`src/rtl/mux_4_1_arbiter_if.sv`:
```
// Request/grant bundle between four requesters and the mux arbiter.
// master = arbiter side, slave = requester side.
interface mux_4_1_arbiter_if;
  logic [3:0] req;
  logic [3:0] gnt;
  logic       s1;
  logic       s0;
  logic       busy;
  logic       tout;

  modport master (input req, output gnt, s1, s0, busy, tout);
  modport slave  (output req, input gnt, s1, s0, busy, tout);
endinterface

```
`src/rtl/mux_4_1_arbiter.sv`:
```
// Round-robin owner arbitration for a shared 4:1 mux; drives s1/s0 from the owner index.
// Define MUX_4_1_ARBITER_TIMEOUT_EN to build the MAX_HOLD preemption (hcnt, tout).
//
// state | meaning
// IDLE  | no owner, gnt=0, s1/s0 hold the last owner's index
// GRANT | one requester owns the mux, gnt one-hot
module mux_4_1_arbiter #(
  parameter int MAX_HOLD = 8
) (
  input logic              clk,
  input logic              reset,
  mux_4_1_arbiter_if.master bus
);

  typedef enum logic {IDLE, GRANT} state_t;

  state_t     state, state_n;
  logic [1:0] owner, owner_n;
  logic [3:0] gnt, gnt_n;
  logic [1:0] ptr, ptr_n;
  logic [2:0] pick;

  if (MAX_HOLD < 2 || MAX_HOLD > 255) begin : g_bad_max_hold
    $error("MAX_HOLD must be within 2..255");
  end

  // Returns {found, index}: first set bit of r scanning from p upward, modulo 4.
  function automatic logic [2:0] rr_pick(input logic [3:0] r, input logic [1:0] p);
    logic [2:0] res;
    logic [1:0] idx;
    res = '0;
    for (int k = 3; k >= 0; k--) begin
      idx = p + 2'(k);
      if (r[idx]) res = {1'b1, idx};
    end
    return res;
  endfunction

`ifdef MUX_4_1_ARBITER_TIMEOUT_EN
  localparam logic [7:0] HOLD_LAST = 8'(MAX_HOLD - 1);
  logic [7:0] hcnt, hcnt_n;
  logic       tout, tout_n;
`endif

  always_comb begin
    state_n = state;
    owner_n = owner;
    gnt_n   = gnt;
    ptr_n   = ptr;
    pick    = '0;
`ifdef MUX_4_1_ARBITER_TIMEOUT_EN
    hcnt_n  = hcnt;
    tout_n  = 1'b0;
`endif
    case (state)
      IDLE: begin
        pick = rr_pick(bus.req, ptr);
        if (pick[2]) begin
          state_n = GRANT;
          owner_n = pick[1:0];
          gnt_n   = 4'b0001 << pick[1:0];
        end
`ifdef MUX_4_1_ARBITER_TIMEOUT_EN
        hcnt_n = '0;
`endif
      end
      GRANT: begin
        if (!bus.req[owner]) begin
          ptr_n = owner + 2'd1;
          pick  = rr_pick(bus.req, owner + 2'd1);
          if (pick[2]) begin
            owner_n = pick[1:0];
            gnt_n   = 4'b0001 << pick[1:0];
          end else begin
            state_n = IDLE;
            gnt_n   = '0;
          end
`ifdef MUX_4_1_ARBITER_TIMEOUT_EN
          hcnt_n = '0;
        end else if (hcnt == HOLD_LAST && (bus.req & ~gnt) != 4'b0000) begin
          // Masking the owner guarantees the search lands on another requester.
          ptr_n   = owner + 2'd1;
          pick    = rr_pick(bus.req & ~gnt, owner + 2'd1);
          owner_n = pick[1:0];
          gnt_n   = 4'b0001 << pick[1:0];
          tout_n  = 1'b1;
          hcnt_n  = '0;
        end else if (hcnt != HOLD_LAST) begin
          hcnt_n = hcnt + 8'd1;
`endif
        end
      end
      default: state_n = IDLE;
    endcase
  end

  always_ff @(posedge clk) begin
    if (reset) begin
      state <= IDLE;
      owner <= '0;
      gnt   <= '0;
      ptr   <= '0;
`ifdef MUX_4_1_ARBITER_TIMEOUT_EN
      hcnt  <= '0;
      tout  <= 1'b0;
`endif
    end else begin
      state <= state_n;
      owner <= owner_n;
      gnt   <= gnt_n;
      ptr   <= ptr_n;
`ifdef MUX_4_1_ARBITER_TIMEOUT_EN
      hcnt  <= hcnt_n;
      tout  <= tout_n;
`endif
    end
  end

  assign bus.gnt  = gnt;
  assign bus.s1   = owner[1];
  assign bus.s0   = owner[0];
  assign bus.busy = (state == GRANT);
`ifdef MUX_4_1_ARBITER_TIMEOUT_EN
  assign bus.tout = tout;
`else
  assign bus.tout = 1'b0;
`endif

endmodule

```
`src/flat_wrapper.sv`:
```
// flat-port wrapper written by rule: the top's interface ports become plain ports
module mux_4_1_arbiter_flat 
#(
  parameter int MAX_HOLD = 8
)
  (clk, reset, bus_req, bus_gnt, bus_s1, bus_s0, bus_busy, bus_tout);
  mux_4_1_arbiter_if bus_i ();
  input logic clk;
  input logic reset;
  input wire logic [$bits(bus_i.req)-1:0] bus_req;
  output wire logic [$bits(bus_i.gnt)-1:0] bus_gnt;
  output wire logic [$bits(bus_i.s1)-1:0] bus_s1;
  output wire logic [$bits(bus_i.s0)-1:0] bus_s0;
  output wire logic [$bits(bus_i.busy)-1:0] bus_busy;
  output wire logic [$bits(bus_i.tout)-1:0] bus_tout;
  assign bus_i.req = bus_req;
  assign bus_gnt = bus_i.gnt;
  assign bus_s1 = bus_i.s1;
  assign bus_s0 = bus_i.s0;
  assign bus_busy = bus_i.busy;
  assign bus_tout = bus_i.tout;
  mux_4_1_arbiter #(.MAX_HOLD(MAX_HOLD)) u_core (.clk(clk), .reset(reset), .bus(bus_i));
endmodule
```
`config.mk`:
```
export PLATFORM = sky130hd
export DESIGN_NAME = mux_4_1_arbiter_flat
export DESIGN_NICKNAME = d
export VERILOG_FILES = /design/src/rtl/mux_4_1_arbiter_if.sv /design/src/rtl/mux_4_1_arbiter.sv /design/src/flat_wrapper.sv
export SDC_FILE = /design/constraint.sdc
export NUM_CORES = 1
export LEC_CHECK = 0
export CORE_ASPECT_RATIO = 1.2
export CORE_UTILIZATION = 45
export CTS_CLUSTER_DIAMETER = 40
export CTS_CLUSTER_SIZE = 10
export DETAILED_ROUTE_END_ITERATION = 10
export PLACE_DENSITY = 0.73
export REMOVE_ABC_BUFFERS = 1
export SLEW_MARGIN = 20
export SYNTH_ARGS = -nofsm -noshare
export SYNTH_HDL_FRONTEND = slang
export SYNTH_SLANG_ARGS = --single-unit
```
`constraint.sdc`:
```
create_clock -name clk -period 1.39 [get_ports clk]
set_input_delay 0.3475 -clock clk [delete_from_list [all_inputs] [get_ports clk]]
set_output_delay 0.3475 -clock clk [all_outputs]
set_load 0.01 [all_outputs]
```
### Word-level counts from Yosys, hierarchy flattened

Index checks and enable logic that the tools add are counted.

* flip-flop bits (word level): 9
* bits in latches: 0
* memory bits (writable): 0
* bits in read-only memories: 0
* input port bits: 6
* word-level logic and storage cells: 71
* memories: 0

* $add $sub $neg: 7
* $mul: 0
* divide/modulo/power cells: 0
* $lt $le $gt $ge: 9
* equal/unequal tests: 3
* shift operators: 2
* mux-type cells: 41
* bitwise operators: 2
* reduce and logical (&&, ||, !) cells: 3

Operators by type and width (count)
* $mux 3: 11
* $lt 2x3->1 const B: 9
* $bmux 1 s2: 9
* $mux 1: 12
* $mux 4: 3
* $add 2x2->2 const B: 4
* $pmux 4 s2: 1
* $shl 1x2->4 const A: 2
* $add 2x1->2 const B: 3
* $mux 2: 3
* $ne 2x2->1 const B: 3
* $pmux 2 s2: 1
* $reduce_and 2->1: 2
* $reduce_and 3->1: 1
* $not 1->1: 2
* $pmux 1 s2: 1

### Logic depth before layout (Yosys ltp)

Gate-level depths: netlist (run 1).

* depth in word-level cells: 14
* mapped depth: 6
* mapped depth without buffers: 5

### Least setup slack after synthesis (run 1)

Ideal clock, no wire load.

* path kind: flip-flop to flip-flop
* from: reg u_core.owner[1]
* to: reg u_core.gnt[0], in the netlist u_core.bus.gnt[0]
* library setup time: 0.091 ns
* arrival: 1.409 ns
* data required time: 1.299 ns
* setup slack: -0.110 ns
* cell stages (with the launch flop): 7
* clock period less this slack: 1.500 ns
* cells stage by stage: dfxtp_1 -> buf_6 -> mux2i_4 -> o22a_1 -> o21ai_2 -> nand4bb_1 -> a311oi_1

* longest elaborated chain between the ends: 14
* elaborated cells between the ends (all ways): 26
* those cells by class: 4 x add/sub; 1 x eq/ne; 1 x shift; 19 x mux; 1 x reduce/logical

Ends and longest elaborated chain
* start: declaration: line mux_4_1_arbiter.sv:18 `logic [1:0] owner, owner_n;`
* start signal: assignment: line mux_4_1_arbiter.sv:109 `owner <= owner_n;`
* $add 2x1->2: line mux_4_1_arbiter.sv:70 `pick = rr_pick(bus.req, owner + 2'd1);`
* $add 2x2->2: line mux_4_1_arbiter.sv:33 `idx = p + 2'(k);`
* $bmux 1 s2: line mux_4_1_arbiter.sv:34 `if (r[idx]) res = {1'b1, idx};`
* $mux 1 (not written as such): line mux_4_1_arbiter.sv:34
* $mux 3 (4 in a row): line mux_4_1_arbiter.sv:34
* $mux 3: line mux_4_1_arbiter.sv:68 `if (!bus.req[owner]) begin`
* $mux 3: line mux_4_1_arbiter.sv:55 `case (state)`
* $shl 1x2->4: line mux_4_1_arbiter.sv:73 `gnt_n = 4'b0001 << pick[1:0];`
* $mux 4: line mux_4_1_arbiter.sv:71 `if (pick[2]) begin`
* $mux 4: line mux_4_1_arbiter.sv:68
* $pmux 4 s2: line mux_4_1_arbiter.sv:55
* end signal: assignment: line mux_4_1_arbiter.sv:110 `gnt <= gnt_n;`
* end: declaration: line mux_4_1_arbiter.sv:19 `logic [3:0] gnt, gnt_n;`

Parallel ways exist; a longest one is shown, timed or not. The select of a mux whose other input is x is not followed.
A chain may end at the register's enable or synchronous reset.

### Worst setup path in the final report (run 1)

* from: reg u_core.owner[1]
* to: reg u_core.owner[1]

* longest elaborated chain between the ends: 13
* elaborated cells between the ends (all ways): 26
* those cells by class: 4 x add/sub; 2 x eq/ne; 19 x mux; 1 x reduce/logical

Ends and longest elaborated chain (line)
* $add 2x1->2: mux_4_1_arbiter.sv:70
* $add 2x2->2: mux_4_1_arbiter.sv:33
* $bmux 1 s2: mux_4_1_arbiter.sv:34
* $mux 1 (not written as such): mux_4_1_arbiter.sv:34
* $mux 3 (4 in a row): mux_4_1_arbiter.sv:34
* $mux 3: mux_4_1_arbiter.sv:68
* $mux 3: mux_4_1_arbiter.sv:55
* $mux 2: mux_4_1_arbiter.sv:71
* $mux 2: mux_4_1_arbiter.sv:68
* $pmux 2 s2: mux_4_1_arbiter.sv:55

Parallel ways exist; a longest one is shown, timed or not. The select of a mux whose other input is x is not followed.

==> results.md, run 1 <==
- Worst Path Arrival: 1.69 ns
- CTS H-tree depth: 1
- Vias per Instance: 5.81
- Crit-path cells: buf_6 -> nand2_2 -> a31o_1 -> a21o_1 -> buf_4 -> a21o_1 -> a211oi_2
- Post-synthesis sequential area ratio: 0.233
- CTS root buf: clkbuf_4
- Max FO, Critical Path: 6
- Final WS setup: -0.129 ns
- CTS tree: built
- NumNets Final: 133
- Final WL: roughly 2.1 mm
- Sink Count: 9
- WP data required: 1.56 ns
- Final period util: 1.09
- Avg Inst Size Synth: 8.80 µm²
- Cts-stage hold buffer count: 0
- Top cells by area, synth: dfxtp_1, mux2i_4, nor2_1
- Clk pin slew, worst setup/hold paths: 0.06 ns
- Finish-stage setup viols: 7
- GPL Wtd Cong: 0.922
- # IOs: 14
- Synth Instances: 88
- Worst Skew: 0.000288 ns
- Initial Util: 0.478
- Worst slack, placed: -0.682 ns
- Most used cell, CP: a21o_1
- Die Height: around 47 µm
- Max Fclk: 658 MHz
- Initial antenna violation count: 0
- RSZ-0062 raised after global routing: true
- First-pass GRT wire length: 3.30 mm
- Yosys cell types: 43
- DRT iter0 DRCs: 20
- Largest net degree at the start of global routing: 11
- Via Count: 837
- Routed Antenna Nets: 0
- CP peak stage delay: 0.41 ns
- Total track usage: 0.250
- Core ar.: 1620 µm²
- DRC: 0
- Post-synth top area share: 0.233
- Cell taking the most area after synthesis: dfxtp_1
- IO buf count: 12
- Slew Viols, Final: 0
- CP Launch Type: flop
- Vias in the first global route: ~750
- Synth Flop Type: dfxtp_1
- Hold crit path type: reg -> reg
- Share of post-route cells with drive strength above 1: 0.484
- Post-DP HPWL: 1.48 mm
- GRT Residual Overflow: 0
- Max-Cap Viols: 0
- CP max-delay cell: dfxtp_4
- Worst skew pair latency: 0.25 ns
- Hold slack: 0.515 ns
- Failing checks: negative setup slack
- Status: finished, violations left
- Fillers: ~130
- Area delta synth->final: 51.4%
- Inserted Clock Buffers: 3
- Critical Path End Type: flop
- Worst-case clock buffer depth: 2
- TritonRoute pass-1 iters: 4
- Die area: approximately 1900 µm²
- Floorplan row count: 16
- DIE WIDTH: 39.9 µm
- Mapped Area: between 700 and 800 µm²
- Final min period: 1.52 ns
- Asr flop ratio synth: 0
- Post-synth EDFFs: 0
- ANT cells: 0
- Synthesis-stage register bit count: 9
- Synth warn: 0
- VDD IR-drop max: approximately 900 µV
- Final hold vios: 0
- CP Class: reg -> reg
- Pleak: 0.503 nW
- Wire length per cell: 14.4 µm
- P per Cell Area: 871 nW/µm²
flip-flops by register name, summed over array words and instances (netlist names):
signal / cells
u_core.owner: 2
u_core.bus.busy: 1
u_core.bus.gnt: 4
u_core.ptr: 2
cell type report:
cell class	instances	area (µm²)	share of cell area
Multi-Input combinational cell	65	547	0.466
Timing Repair Buffer	44	373	0.318
Sequential cell	9	189	0.161
Clock buffer	4	26.3	0.0224
Tap cell	18	22.5	0.0192
Inverter	4	15.0	0.0128
critical path, delay by kind of cell (launching register included):
family                 cells  cell delay (ns)
AO/OA/AOI/OAI              4             0.73
buffers and inverters      2             0.27
AND/OR/NAND/NOR            1             0.04
flip-flops                 1             0.41
cells in the mapped netlist, types with 3 or more instances:
cell type,count
nor2_1,12
dfxtp_1,9
a21oi_1,4
nand2_1,4
nand2b_1,4
a211oi_1,3
buf_4,3
buf_6,3
inv_1,3
mux2i_4,3
o22ai_1,3
path summary, 6_finish.rpt:
check             slack (ns)           endpoint  cells past startpoint         startpoint
setup reg to reg       -0.13    u_core.owner[1]                      7    u_core.owner[1]
hold reg to reg         0.51  u_core.bus.gnt[1]                      2  u_core.bus.gnt[1]
setup / recovery       -0.13    u_core.owner[1]                      7    u_core.owner[1]
hold / removal          0.51  u_core.bus.gnt[1]                      2  u_core.bus.gnt[1]
kinds of logic (layout without fill, tap and decap cells):
family                    count (synthesis)  after routing  synth area share
and+or+nand+nor                          31             31             0.239
AOI/OAI and AO/OA                        27             27             0.279
buffers and inverters                    14             52             0.115
DFF                                       9              9             0.233
muxes                                     5              5             0.118
other                                     1              1           0.00484
xor gates and xnor gates                  1              1            0.0113
metrics by stage:
step	cells	total power, W	TNS, ns	utilization	area (µm²)
floorplan	78	0.000544	-1.45	-	701
global placement	135	0.000764	-5.46	0.653	1060
detailed placement	135	0.000771	-5.64	0.653	1060
CTS	144	0.00101	-0.542	0.718	1160
global route	144	0.00109	-0.951	0.723	1170
finish	144	0.00102	-0.455	0.723	1170
timing repair:
action | CTS | global route
gates resized for setup | 38 | 4
endpoints found under the hold margin | 0 | 0
pin swaps | 16 | 7
buffers inserted | 5 | 0
setup endpoints to repair | 16 | 9
report_power, final:
part / internal (W) / total, W / leakage [nW] / switching (W)
Sequential: 0.000290 / 0.000324 / 0.0763 / 0.0000342
Clock: 0.000110 / 0.000195 / 0.0150 / 0.0000849
Combinational: 0.000273 / 0.000502 / 0.412 / 0.000229
Total: 0.000673 / 0.00102 / 0.503 / 0.000348
placed cells by master, fill, tap and decap left out, drive strengths merged, types with 2 or more instances in the layout:
cell / instances
nand4: 2
a21oi: 4
nand2: 4
a311oi: 3
o22ai: 3
inv: 4
buf: 34
nand2b: 5
a21o: 2
nor2b: 2
nor2: 13
dlygate4sd2: 7
clkbuf: 5
mux2i: 5
dfxtp: 9
a211oi: 4
per-layer routing:
layer	vias up	GRT usage	part of all wire
li1	402	-	-
met1	403	0.324	0.43
met2	26	0.423	0.50
met3	6	0.0651	0.048
met4	0	0.0345	0.024
met5	-	0	0
No activity file was read; power rests on OpenSTA's default activity.
==> inputs of run 2 (changes only) <==
--- a/config.mk
+++ b/config.mk
@@ -10,7 +10,8 @@
 export CTS_CLUSTER_DIAMETER = 40
 export CTS_CLUSTER_SIZE = 10
 export DETAILED_ROUTE_END_ITERATION = 10
-export PLACE_DENSITY = 0.73
+export DONT_BUFFER_PORTS = 1
+export GPL_TIMING_DRIVEN = 0
 export REMOVE_ABC_BUFFERS = 1
 export SLEW_MARGIN = 20
 export SYNTH_ARGS = -nofsm -noshare
==> run 2 against run 1 <==
Effect of this change:
- the run still ends with negative setup slack left
- hold slack worse by 0.38 ns
- flip-flop and latch count unchanged
- clock skew up 0.00074 ns
- clock-buffer cell count unchanged
- sequential power up 8.6%
- non-clock buffer count down 39
- largest cell class unchanged
- largest power group is now registers
==> results.md, run 2 (same netlist as run 1, synthesis figures left out) <==
- Status: finished, violations left (unchanged)
- Failing checks: negative setup slack (unchanged)
- GRT Residual Overflow: 0 (unchanged)
- CTS root buf: clkbuf_4 (unchanged)
- Core ar.: 1620 µm² (unchanged)
- Final min period: 1.51 ns (was 1.52 ns)
- Vias per Instance: 6.10 (was 5.81)
- Largest register by flop count: u_core.bus.gnt (unchanged)
- Largest net degree at the start of global routing: 14 (was 11)
- Die area: 1890 µm² (unchanged)
- CP Launch Type: flop (unchanged)
- Critical Path End Type: flop (unchanged)
- CTS tree: built (unchanged)
- Hold crit path type: in -> reg (was reg -> reg)
- GPL Wtd Cong: 0.815 (was 0.922)
- Met2 Use GR: 0.287 (was 0.423)
- Max FO, Critical Path: 7 (was 6)
- VDD IR-drop max: 632 µV (was 917 µV)
- RSZ-0062 raised after global routing: true (unchanged)
- Clk pin slew, worst setup/hold paths: 0.06 ns (about the same)
- Pleak: 0.284 nW (was 0.503 nW)
- GRT met1 Usage: 0.254 (was 0.324)
- Initial Util: 0.478 (unchanged)
- Inserted Clock Buffers: 3 (unchanged)
- Worst skew pair latency: 0.26 ns (was 0.25 ns)
- First-pass GRT wire length: 2.43 mm (was 3.30 mm)
- Sink Count: 9 (unchanged)
- Finish-stage setup viols: 6 (was 7)
- Wire length per cell: 15.6 µm (was 14.4 µm)
- Worst-case clock buffer depth: 2 (unchanged)
- Commonest non-fill, non-tap cell in the layout: nor2_1 (was buf_4)
- Max reg flops: 4 (unchanged)
- Worst setup path start: u_core.owner[1] (unchanged)
- Area delta synth->final: 5.82% (was 51.4%)
- Worst Skew: 0.00103 ns (was 0.000288 ns)
- Initial antenna violation count: 0 (unchanged)
- Worst Path Arrival: 1.68 ns (was 1.69 ns)
- Final period util: 1.09 (about the same)
- Filler-free cell count of the finished design: 105 (was 144)
- P per Cell Area: 1020 nW/µm² (was 871 nW/µm²)
- Via Count: 640 (was 837)
- Max-Cap Viols: 0 (unchanged)
- Final WL: 1.64 mm (was 2.08 mm)
- # IOs: 14 (unchanged)
- Hold path startpoint: reset (was u_core.bus.gnt[1])
- ANT cells: 0 (unchanged)
- Post-DP HPWL: 1.12 mm (was 1.48 mm)
- Gr busiest metal: met2 (unchanged)
- Routed Antenna Nets: 0 (unchanged)
- DP Cell Count: 96 (was 135)
- Met3 Resource Use GR: 0.0651 (unchanged)
- WP data required: 1.56 ns (about the same)
- Slew Viols, Final: 0 (unchanged)
- DRT iter0 DRCs: 5 (was 20)
- Pwr Total: 0.000835 W (was 0.00102 W)
- Floorplan row count: 16 (unchanged)
- Final hold vios: 0 (unchanged)
- RR Startpoint: u_core.owner[1] (unchanged)
- TritonRoute pass-1 iters: 4 (unchanged)
- DIE WIDTH: 39.9 µm (unchanged)
- CP Class: reg -> reg (unchanged)
- IO buf count: 0 (was 12)
- Setup TNS: -0.336 ns (was -0.455 ns)
- DRC: 0 (unchanged)
- Cts-stage hold buffer count: 0 (unchanged)
- Largest regs: u_core.bus.gnt: 4 flops, u_core.owner: 2 flops, u_core.ptr: 2 flops (unchanged)
- Max Fclk: 663 MHz (was 658 MHz)
- Vias in the first global route: 543 (was 754)
- Final WS setup: -0.119 ns (was -0.129 ns)
- Share of post-route cells with drive strength above 1: 0.322 (was 0.484)
- CTS H-tree depth: 1 (unchanged)
- Total track usage: 0.185 (was 0.250)
- NumNets Final: 94 (was 133)
- Die Height: 47.4 µm (unchanged)
==> run 2: cell types whose count changed in the layout (fill, tap and decap cells not counted), moves of 2 or more <==
cell,previous run,this run
buf_4,25,3
dlygate4sd2_1,7,0
buf_6,6,1
buf_2,2,0
dfxtp_1,6,4
dfxtp_2,1,3
==> run 2: final timing paths <==
| path | endpoint | slack (ns) | cells after the start |
|---|---|---|---|
| hold reg to reg | u_core.bus.gnt[0] | 0.54 | 2 |
| hold / removal | u_core.owner[0] | 0.13 | 1 |
| setup / recovery | u_core.bus.gnt[0] | -0.12 | 5 |
| setup reg to reg | u_core.bus.gnt[0] | -0.12 | 5 |
==> run 2: routing by layer <==
layer  part of all wire  wire, µm  vias to the layer above
met3              0.056        92                        0
met4                  0         0                        0
met2               0.50       821                       19
met1               0.44       724                      300
met5                  0         0                        -
li1                   -         -                      321
==> run 2: area by class of cell <==
type / instances / area (µm²)
fill: 166 / 802
multi-input combinational: 65 / 527
sequential: 9 / 191
timing repair buffer: 5 / 37.5
clock buffer: 4 / 26.3
tap: 18 / 22.5
inverter: 4 / 15.0
==> run 2: repair_timing <==
item                                    in CTS  in global routing
setup buffers                                4                  1
resized for setup                           10                  3
endpoints found under the setup margin       8                  8
gates cloned                                 0                  0
pin swaps                                    5                  3
==> run 2: power breakdown <==
group | switching (W) | total [W] | internal (W)
logic | 0.000129 | 0.000278 | 0.000149
clock network | 0.0000937 | 0.000204 | 0.000111
registers | 0.0000603 | 0.000352 | 0.000292
total | 0.000283 | 0.000835 | 0.000551
==> run 2: worst max-delay path, cell delays in order, from the launching register on <==
cell	delay, ns
dfxtp_4	0.42
mux2i_4	0.28
o22a_1	0.17
o21ai_2	0.09
nand4bb_1	0.20
a311oi_1	0.26
==> run 2: per-stage QoR <==
step	util	cell area (µm²)	setup slack, ns	hold WS (ns)
after floorplan	-	701	-0.257	0.412
after global placement	0.446	723	-0.448	0.416
after detailed placement	0.446	723	-0.452	0.415
after CTS	0.494	801	-0.141	0.129
after global routing	0.505	820	-0.199	0.112
final	0.505	820	-0.119	0.132
==> inputs of run 3 (changes only) <==
--- a/config.mk
+++ b/config.mk
@@ -10,8 +10,8 @@
 export CTS_CLUSTER_DIAMETER = 40
 export CTS_CLUSTER_SIZE = 10
 export DETAILED_ROUTE_END_ITERATION = 10
-export DONT_BUFFER_PORTS = 1
 export GPL_TIMING_DRIVEN = 0
+export PLACE_DENSITY = 0.73
 export REMOVE_ABC_BUFFERS = 1
 export SLEW_MARGIN = 20
 export SYNTH_ARGS = -nofsm -noshare
==> run 3 against run 2 <==
Effect of this change:
- the flow still finishes with violations (negative setup slack)
- highest routed layer is now met4
- worst setup slack got worse by 0.038 ns
- routed wire length increased by 16%
- critical path type unchanged
- fmax decreased by 2.4%
- first-iteration DRC count increased to 4.4 times the previous value
- via count increased by 11%
- hold slack improved by 0.38 ns
==> results.md, run 3 (same netlist as run 1, synthesis figures left out) <==
- ANT cells: 0 (unchanged)
- Largest regs: u_core.bus.gnt: 4 flops, u_core.owner: 2 flops, u_core.ptr: 2 flops (unchanged)
- R2r setup slk: -0.16 ns (was -0.12 ns)
- Fillers: 151 (was 166)
- # IOs: 14 (unchanged)
- DRC: 0 (unchanged)
- Slew headroom: 0.664
- GPL Wtd Cong: 0.904 (was 0.815)
- Vias per Instance: 6.06 (was 6.10)
- Max Fclk: 647 MHz (was 663 MHz)
- Largest net degree at the start of global routing: 13 (was 14)
- Vias in the first global route: 566 (was 543)
- Inserted Clock Buffers: 3 (unchanged)
- Most frequent cells in the layout: nor2_1, dlygate4sd2_1, buf_4
- Final hold vios: 0 (unchanged)
- CP Buf/Inv Count: 0 (unchanged)
- Final WS setup: -0.156 ns (was -0.119 ns)
- First-pass GRT wire length: 2.69 mm (was 2.43 mm)
- CTS H-tree depth: 1 (unchanged)
- CP Class: reg -> reg (unchanged)
- Initial antenna violation count: 0 (unchanged)
- Share of post-route cells with drive strength above 1: 0.333 (was 0.322)
- Finish-stage setup viols: 7 (was 6)
- Hold slack: 0.515 ns (was 0.132 ns)
- Crit-path cells: mux2i_4 -> o22a_1 -> o21ai_4 -> nand4bb_1 -> a311oi_2 (was mux2i_4 -> o22a_1 -> o21ai_2 -> nand4bb_1 -> a311oi_1)
- Sink Count: 9 (unchanged)
- Floorplan row count: 16 (unchanged)
- Multi-input gate area: 532 µm² (was 527 µm²)
- Worst setup path start: u_core.owner[1] (unchanged)
- CTS root buf: clkbuf_4 (unchanged)
- CP max-delay cell: dfxtp_4 (unchanged)
- Max FO, Critical Path: 7 (unchanged)
- Worst-margin pin slew: between 0.5 and 0.6 ns
- Hold depth: 2 (was 1)
- CP Launch Type: flop (unchanged)
- Hold crit path type: reg -> reg (was in -> reg)
- VDD IR-drop max: 692 µV (was 632 µV)
- RSZ-0062 raised after global routing: true (unchanged)
- Pleak: 0.360 nW (was 0.284 nW)
- Via Count: 709 (was 640)
- Die Height: 47.4 µm (unchanged)
- RR Startpoint: u_core.owner[1] (unchanged)
- GRT Residual Overflow: 0 (unchanged)
- Worst path depth: 5 (unchanged)
- Total track usage: 0.208 (was 0.185)
- Final WL: 1.90 mm (was 1.64 mm)
- Worst slack, placed: -0.832 ns (was -0.452 ns)
- Worst Path Arrival: 1.72 ns (was 1.68 ns)
- Final min period: 1.55 ns (was 1.51 ns)
- RR Endpoint: u_core.bus.gnt[0] (unchanged)
- Commonest non-fill, non-tap cell in the layout: nor2_1 (unchanged)
- Final period util: 1.11 (was 1.09)
- Routed Antenna Nets: 0 (unchanged)
- Delay-heaviest family, CP: compound AO/OA/AOI/OAI gates (unchanged)
- Max reg flops: 4 (unchanged)
- Worst skew pair latency: 0.26 ns (about the same)
- Seq. cell area: 194 µm² (was 191 µm²)
- Area delta synth->final: 18.7% (was 5.82%)
- CP endpoint: u_core.bus.gnt[0] (unchanged)
- TritonRoute pass-1 iters: 4 (unchanged)
- Failing checks: negative setup slack (unchanged)
- Die area: 1890 µm² (unchanged)
- Core ar.: 1620 µm² (unchanged)
- Wire length per cell: 16.2 µm (was 15.6 µm)
- NumNets Final: 106 (was 94)
- DRT iter0 DRCs: 22 (was 5)
- IO buf count: 12 (was 0)
- Post-DP HPWL: 1.19 mm (was 1.12 mm)
- Worst Skew: 0.00145 ns (was 0.00103 ns)
- Status: finished, violations left (unchanged)
- Initial Util: 0.478 (unchanged)
- Slew Viols, Final: 0 (unchanged)
- CTS tree: built (unchanged)
- DIE WIDTH: 39.9 µm (unchanged)
- Critical Path End Type: flop (unchanged)
- Clk pin slew, worst setup/hold paths: 0.07 ns (was 0.06 ns)
- Reg2Reg Depth: 5 (unchanged)
- P per Cell Area: 990 nW/µm² (was 1020 nW/µm²)
- WP data required: 1.57 ns (was 1.56 ns)
- Max-Cap Viols: 0 (unchanged)
- CP peak stage delay: 0.41 ns (was 0.42 ns)
- Largest register by flop count: u_core.bus.gnt (unchanged)
- Worst-case clock buffer depth: 2 (unchanged)
[run 3: final cells by class]
type	count	area share
sequential	9	0.211
multi-input combinational	65	0.578
tap	18	0.0245
clock inverter	1	0.00544
inverter	4	0.0163
clock buffer	3	0.0245
timing repair buffer	17	0.140
[run 3: per-layer routing]
| layer | wire length (µm) | vias to the layer above | global-route usage |
|---|---|---|---|
| li1 | - | 344 | - |
| met1 | 777 | 330 | 0.302 |
| met2 | 979 | 33 | 0.303 |
| met3 | 114 | 2 | 0.0372 |
| met5 | 0 | - | 0 |
| met4 | 22 | 0 | 0.0828 |
[run 3: stage by stage]
| stage | total power [W] | TNS, ns | instance area (µm²) | util | instances |
|---|---|---|---|---|---|
| 3_5_place_dp | 0.000668 | -6.87 | 843 | 0.520 | 108 |
| 6_report | 0.000910 | -0.460 | 920 | 0.567 | 117 |
| 3_3_place_gp | 0.000662 | -6.69 | 843 | 0.520 | 108 |
| 5_1_grt | 0.000958 | -0.913 | 920 | 0.567 | 117 |
| 4_1_cts | 0.000879 | -0.425 | 890 | 0.549 | 116 |
| 2_1_floorplan | 0.000544 | -1.45 | 701 | - | 78 |
[run 3: how the worst min path moves through the flow]
stage,to,slack (ns),startpoint
after floorplan,u_core.owner[0],0.41,reset
after global placement,u_core.bus.gnt[0],0.49,u_core.bus.gnt[0]
after detailed placement,u_core.bus.gnt[0],0.49,u_core.bus.gnt[0]
after CTS,u_core.bus.gnt[0],0.50,u_core.bus.gnt[0]
after global routing,u_core.bus.gnt[1],0.55,u_core.bus.gnt[1]
final,u_core.bus.gnt[1],0.52,u_core.bus.gnt[1]
[run 3: worst min-delay path, delay by kind of cell, from the launching register on]
family             cells  cell delay [ns]
DFF                    1             0.32
and+or+nand+nor        1             0.10
AOI/OAI and AO/OA      1             0.06
[run 3: power by group]
group / internal [W] / total, W / switching [W]
Sequential: 0.000290 / 0.000330 / 0.0000398
Combinational: 0.000176 / 0.000371 / 0.000195
Clock: 0.000106 / 0.000209 / 0.000103
Total: 0.000573 / 0.000910 / 0.000338
[run 3: timing repair]
action                                  in CTS  in global routing
hold buffers                                 0                  0
endpoints found under the setup margin      16                  7
gates resized for setup                     37                  3
setup buffers                                4                  1
pin swaps                                    2                  4
